File: config.mk
export PLATFORM = sky130hd
export DESIGN_NAME = uart_alu_interface
export DESIGN_NICKNAME = d
export VERILOG_FILES = /design/src/rtl/uart_alu_interface.sv
export SDC_FILE = /design/constraint.sdc
export NUM_CORES = 1
export LEC_CHECK = 0
export ABC_AREA = 0
export CORE_UTILIZATION = 30
export DETAILED_ROUTE_END_ITERATION = 10
export PLACE_DENSITY = 0.63
export SLEW_MARGIN = 10
export SYNTH_ARGS = -nofsm -noshare
export SYNTH_HDL_FRONTEND = slang
export SYNTH_SLANG_ARGS = --single-unit
File: constraint.sdc
create_clock -name i_clk -period 2.1 [get_ports i_clk]
set_input_delay 0.63 -clock i_clk [delete_from_list [all_inputs] [get_ports i_clk]]
set_output_delay 0.63 -clock i_clk [all_outputs]
set_load 0.02 [all_outputs]
File: src/rtl/uart_alu_interface.sv
// Frames three UART bytes (A, B, opcode) into ALU operands and returns the ALU result to the UART transmitter.
// An inter-byte timeout abandons a stalled frame; bytes arriving while busy are dropped and flagged.
module uart_alu_interface #(
  parameter int unsigned NB_DATA        = 8,
  parameter int unsigned NB_OP          = 6,
  parameter int unsigned TIMEOUT_CYCLES = 1000000
) (
  input  logic               i_clk,
  input  logic               i_reset,
  input  logic [NB_DATA-1:0] i_rx_data,
  input  logic               i_rx_done_tick,
  input  logic [NB_DATA-1:0] i_alu_result,
  input  logic               i_tx_done_tick,
  output logic [NB_DATA-1:0] o_data_a,
  output logic [NB_DATA-1:0] o_data_b,
  output logic [NB_OP-1:0]   o_op,
  output logic [NB_DATA-1:0] o_tx_data,
  output logic               o_tx_start,
  output logic               o_busy,
  output logic               o_timeout,
  output logic               o_rx_overrun
);

  localparam int unsigned CNT_W = (TIMEOUT_CYCLES == 0) ? 1 : $clog2(TIMEOUT_CYCLES + 1);
  localparam bit          TO_EN = (TIMEOUT_CYCLES != 0);
  localparam logic [CNT_W-1:0] CNT_LAST = CNT_W'((TIMEOUT_CYCLES == 0) ? 0 : TIMEOUT_CYCLES - 1);

  typedef enum logic [2:0] {
    WAIT_A  = 3'd0,
    WAIT_B  = 3'd1,
    WAIT_OP = 3'd2,
    EXEC    = 3'd3,
    SEND    = 3'd4,
    WAIT_TX = 3'd5
  } state_e;

  state_e             state_q, state_d;
  logic [CNT_W-1:0]   cnt_q, cnt_d;
  logic [NB_DATA-1:0] data_a_q, data_a_d;
  logic [NB_DATA-1:0] data_b_q, data_b_d;
  logic [NB_OP-1:0]   op_q, op_d;
  logic [NB_DATA-1:0] tx_data_q, tx_data_d;
  logic               tx_start_q, tx_start_d;
  logic               busy_q, busy_d;
  logic               timeout_q, timeout_d;
  logic               overrun_q, overrun_d;

  // Next-state and next-output logic.
  always_comb begin
    state_d    = state_q;
    cnt_d      = cnt_q;
    data_a_d   = data_a_q;
    data_b_d   = data_b_q;
    op_d       = op_q;
    tx_data_d  = tx_data_q;
    tx_start_d = 1'b0;
    timeout_d  = 1'b0;
    overrun_d  = 1'b0;

    case (state_q)
      WAIT_A: begin
        cnt_d = '0;
        if (i_rx_done_tick) begin
          data_a_d = i_rx_data;
          state_d  = WAIT_B;
        end
      end
      WAIT_B, WAIT_OP: begin
        if (i_rx_done_tick) begin
          cnt_d = '0;
          if (state_q == WAIT_B) begin
            data_b_d = i_rx_data;
            state_d  = WAIT_OP;
          end else begin
            op_d    = i_rx_data[NB_OP-1:0];
            state_d = EXEC;
          end
        end else if (TO_EN) begin
          // A tick on the expiry cycle takes priority over the timeout.
          if (cnt_q == CNT_LAST) begin
            cnt_d     = '0;
            timeout_d = 1'b1;
            state_d   = WAIT_A;
          end else begin
            cnt_d = cnt_q + CNT_W'(1);
          end
        end
      end
      EXEC: begin
        tx_data_d  = i_alu_result;
        tx_start_d = 1'b1;
        overrun_d  = i_rx_done_tick;
        state_d    = SEND;
      end
      SEND: begin
        overrun_d = i_rx_done_tick;
        state_d   = WAIT_TX;
      end
      WAIT_TX: begin
        overrun_d = i_rx_done_tick;
        if (i_tx_done_tick) begin
          state_d = WAIT_A;
        end
      end
      default: begin
        state_d = WAIT_A;
      end
    endcase

    busy_d = (state_d == EXEC) || (state_d == SEND) || (state_d == WAIT_TX);
  end

  always_ff @(posedge i_clk) begin
    if (i_reset) begin
      state_q    <= WAIT_A;
      cnt_q      <= '0;
      data_a_q   <= '0;
      data_b_q   <= '0;
      op_q       <= '0;
      tx_data_q  <= '0;
      tx_start_q <= 1'b0;
      busy_q     <= 1'b0;
      timeout_q  <= 1'b0;
      overrun_q  <= 1'b0;
    end else begin
      state_q    <= state_d;
      cnt_q      <= cnt_d;
      data_a_q   <= data_a_d;
      data_b_q   <= data_b_d;
      op_q       <= op_d;
      tx_data_q  <= tx_data_d;
      tx_start_q <= tx_start_d;
      busy_q     <= busy_d;
      timeout_q  <= timeout_d;
      overrun_q  <= overrun_d;
    end
  end

  assign o_data_a     = data_a_q;
  assign o_data_b     = data_b_q;
  assign o_op         = op_q;
  assign o_tx_data    = tx_data_q;
  assign o_tx_start   = tx_start_q;
  assign o_busy       = busy_q;
  assign o_timeout    = timeout_q;
  assign o_rx_overrun = overrun_q;

endmodule

# [Word-level counts from Yosys, hierarchy flattened]
# Cells that the tools add are included.
[classes] addsub=1 eq_ne=9 muxes=11 bitwise_logic=3 reduce_logical=11
[op_table] op="$mux W20" n=2
[op_table] op="$pmux W20 S2" n=1
[op_table] op="$add A20 B1 Y20 const B" n=1
[op_table] op="$eq A20 B20 Y1 const B" n=1
[op_table] op="$pmux W3 S5" n=1
[op_table] op="$eq A3 B3 Y1 const B" n=4
[op_table] op="$mux W3" n=4
[op_table] op="$eq A3 B2 Y1 const B" n=3
[op_table] op="$reduce_and A3 Y1" n=2
[op_table] op="$reduce_or A3 Y1" n=2
[op_table] op="$reduce_or A2 Y1" n=2
[op_table] op="$eq A3 B1 Y1 const B" n=1
[op_table] op="$logic_not A3 Y1" n=1
[op_table] op="$mux W1" n=3
[op_table] op="$not A1 Y1" n=3
[op_table] op="$logic_or A1 B1 Y1" n=2
[op_table] op="$reduce_and A2 Y1" n=1
[op_table] op="$reduce_bool A2 Y1" n=1
[totals] regBits=57 input_bits=20 elab_cells=45

# [Logic depth before layout (Yosys ltp)]
[depth] ltp_word=7 ltp_mapped=7

# [Least setup slack after synthesis]
# OpenSTA, ideal clock, no wires.
[synth_path] path_type="register to register" startpoint="register cnt_q[11]" endpoint="register cnt_q[17]" setup_ns=0.117 t_arrival_ns=2.011 required_time_ns=1.983 setup_slack_ns=-0.028 stages_incl_launch_ff=7 n_path_buf=1 period_less_slack_ns=2.128 path_cell_list="dfxtp_1 or4b_1 or4_1 o21ba_1 buf_6 a21o_1 a22o_1"
[synth_via] elab_chain_len=4 elab_cells_between_ends=5
[synth_rtl] item="from (decl)" line_no="38" rtl="logic [CNT_W-1:0] cnt_q, cnt_d;"
[synth_rtl] item="from (signal assigned)" line_no="127" rtl="cnt_q <= cnt_d;"
[synth_rtl] item="$add A20 B1 Y20 or $eq A20 B20 Y1 (tied branches)" line_no="85, 80"
[synth_rtl] item="$mux W20 *" line_no="80" rtl="if (cnt_q == CNT_LAST) begin"
[synth_rtl] item="$mux W20 *" line_no="69" rtl="if (i_rx_done_tick) begin"
[synth_rtl] item="$pmux W20 S2 *" line_no="60" rtl="case (state_q)"
# Every way passes the cells marked *; elsewhere a longest branch is shown, timed or not.
# A chain may end at the register's enable or synchronous reset.

# [Worst setup path in the final report]
# Same ends and word-level chain as after synthesis.

==> summary.md <==
| Metric | Value |
|---|---|
| Initial Util | 31.4% |
| Count of cell types in the netlist | 38 |
| PortBufs | 53 |
| Post-synth EDFFs | 0 |
| Mean Syn Cell Area | 9.06 µm² |
| Fmax achieved | 501 MHz |
| RSZ-0062 raised after global routing | false |
| Worst slew margin | roughly three quarters |
| Placed Cells | 415 |
| Flop2flop setup slack | 0.10 ns |
| Detailed-route DRC error count | 0 |
| Vias in the first global route | 1858 |
| Final setup fails | 0 |
| Cell taking the most area after synthesis | dfxtp_1 |
| Critical path class | flip-flop to flip-flop |
| CTS tree | yes |
| Min-Delay Path Class | flip-flop to flip-flop |
| Leakage Power | 1.30 nW |
| Cell Pwr Density | 734 nW/µm² |
| Crit start category | flip-flop |
| GP Congestion | 0.763 |
| DRT met1 WL | between 2000 and 2500 µm |
| Grt ovf | 0 |
| Vias | 1967 |
| Final ANT Viol Nets | 0 |
| Htree depth | 3 |
| Post-detail-place hpwl | between 3000 and 4000 µm |
| First-pass GRT wire length | 8630 µm |
| Final min period | 2.00 ns |
| Max Cap Violations | 0 |
| Register area share after synthesis | 49.6% |
| # IOs | 54 |
| Complex-gate fraction of the synthesized area | 6.96% |
| Main combinational cell family by area after synthesis | simple AND/OR/NAND/NOR gates |
| DIE HEIGHT | approximately 90 µm |
| Met2 Wirelength | between 2000 and 2500 µm |
| Clock slew at reported path FFs | 0.07 ns |
| Syn nets | 275 |
| Status | completed |
| Routed wire length per instance | approximately 12 µm |
| CTS Buffer Depth | 2 |
| Layout cells sized above 1 | a little over an eighth |
| Top cells by area, synth | dfxtp_1, mux2i_1, nor2_1 |
| Yosys top cell area share | 49.6% |
| Area Growth Syn to Fin | 44.8% |
| Synth Cell Area | between 2000 and 2500 µm² |
| Primary FF master, synth | dfxtp_1 |
| Ys async rst share | 0% |
| Fillers | roughly 700 |
| End-of-flow core utilization | roughly 45% |
| Net Sw Frac | 25.0% |
| Largest net degree at the start of global routing | 36 |
| Core ar. | 7330 µm² |
| Post-synthesis mux area share | a little under a tenth |
| Routed WL | 5090 µm |
| Post-Synth XOR/XNOR Area | 5.71% |
| Fin Clk Skew | 0.0128 ns |
| Comb power frac | 10.1% |
| Diodes inserted | 0 |
| Ys Warns | 0 |
| CTS sink count | 57 |
| Flop pwr share | 46.1% |
| Slew Limit Fails | 0 |
| Clk Latency, worst-skew pair | between 0.3 and 0.4 ns |
| Top cells by count, synth | dfxtp_1, nor2_1, nand2_1 |
| Final Hold Violating Endpoints | 0 |
| Initial antenna violation count | 0 |
| Net Switching | 0.612 mW |
| Adder-cell share of the synthesized area | 0.544% |
| Final Hold Slack | 0.457 ns |
| Clock power frac | between 40% and 50% |
| Peak VDD IR | 0.502 mV |
| Root buffer cell | clkbuf_8 |
| Routed vias/inst | 4.55 |
| Net count, final | roughly 350 |
| Top-count cell post-synth | dfxtp_1 |
| Final worst path period share | 95.0% |
| Row cnt | 31 |
| First-pass detailed-route iteration total | 4 |
| Worst-Margin Slew | 0.362 ns |
| Arrival @ worst endpoint | between 2 and 2.5 ns |
| Initial DRC count | 56 |
| DR WL met3 | 537 µm |
| Gr usage total | 14.5% |
| Finished Layout Cells | between 400 and 500 |
| Critical path peak fanout | 10 |
| Chip width | approximately 90 µm |
| Highest Signal Layer | met4 |
| Synth Instances | ~250 |
| Clock buffer count from CTS | 9 |
| WP data required | between 2 and 2.5 ns |
| Synth Area in Simple Gates | 24.7% |
| Yosys reg bits | 57 |
| DIE AREA | 8020 µm² |
| Internal | 1.83 mW |
| CP endpoint kind | flip-flop |
-- routing by layer --
metal | global-route usage [%] | vias up
met1 | 16.3 | 887
met2 | 21.8 | 56
li1 | - | 1014
met5 | 0 | -
met4 | 6.06 | 0
met3 | 9.14 | 10
-- cell type report --
type                       count  area [µm²]  share of cell area [%]
clock inverter                 6        72.6                    2.18
clock buffer                  10         138                    4.13
sequential                    57        1140                    34.2
multi-input combinational    182        1110                    33.3
inverter                       2        7.51                   0.225
tap                           99         124                    3.72
timing repair buffer          76         741                    22.2
-- kinds of logic after synthesis --
kind of cell / after synthesis
and+or+nand+nor: 118
buffers and inverters: 15
xor gates and xnor gates: 15
muxes: 22
DFF: 57
adders and majority gates: 1
AOI/OAI and AO/OA: 26
-- final timing paths --
kind | end | startpoint | depth (start not counted)
min reg2reg | o_data_a[5] | o_data_a[5] | 2
max | cnt_q[17] | cnt_q[11] | 5
max reg2reg | cnt_q[17] | cnt_q[11] | 5
min | o_data_a[5] | o_data_a[5] | 2
-- layout by cell type, fill, tap and decap left out, drive strengths merged, types with 6 or more instances in the layout --
cell type,count
nand2,27
clkbuf,10
mux2i,22
buf,23
xor2,9
clkdlybuf4s50,53
a21oi,16
xnor2,6
nor2,48
nand4,7
dfxtp,57
-- worst max-delay path, stage by stage, from the launching register on --
cell	delay, ns
dfxtp_1	0.31
or4b_1	0.51
or4_4	0.45
o21ba_4	0.26
a21o_1	0.16
a22o_1	0.22
-- registers in the layout, summed over array words and instances, names as in the netlist, 3 cells and up --
signal / flops
cnt_q: 20
o_data_a: 8
o_data_b: 8
o_tx_data: 8
o_op: 6
state_q: 3
-- power by group through the flow --
stage	sequential, mW	combinational (mW)	clock (mW)
after floorplan	1.18	0.0983	0
after global placement	1.15	0.243	0
after detailed placement	1.15	0.243	0
after CTS	1.13	0.246	1.11
after global routing	1.13	0.267	1.16
final	1.13	0.247	1.07
-- metrics by stage --
stage	cell area, µm²	TNS, ns	setup slack, ns	power [mW]
6_report	3330	0	0.104	2.45
5_1_grt	3330	0	0.0482	2.56
4_1_cts	3310	0	0.0442	2.48
3_5_place_dp	3100	-4.96	-0.186	1.40
3_3_place_gp	3100	-4.37	-0.176	1.39
2_1_floorplan	2310	0	0.0629	1.27
-- repair_timing --
| action | in CTS | in global routing |
|---|---|---|
| pin swaps | 0 | 1 |
| hold buffers | 0 | 0 |
| buffers inserted | 0 | 1 |
| resized for setup | 1 | 0 |
| gates cloned | 0 | 0 |
| setup endpoints to repair | 14 | 14 |
(Power assumes the default switching activity.)
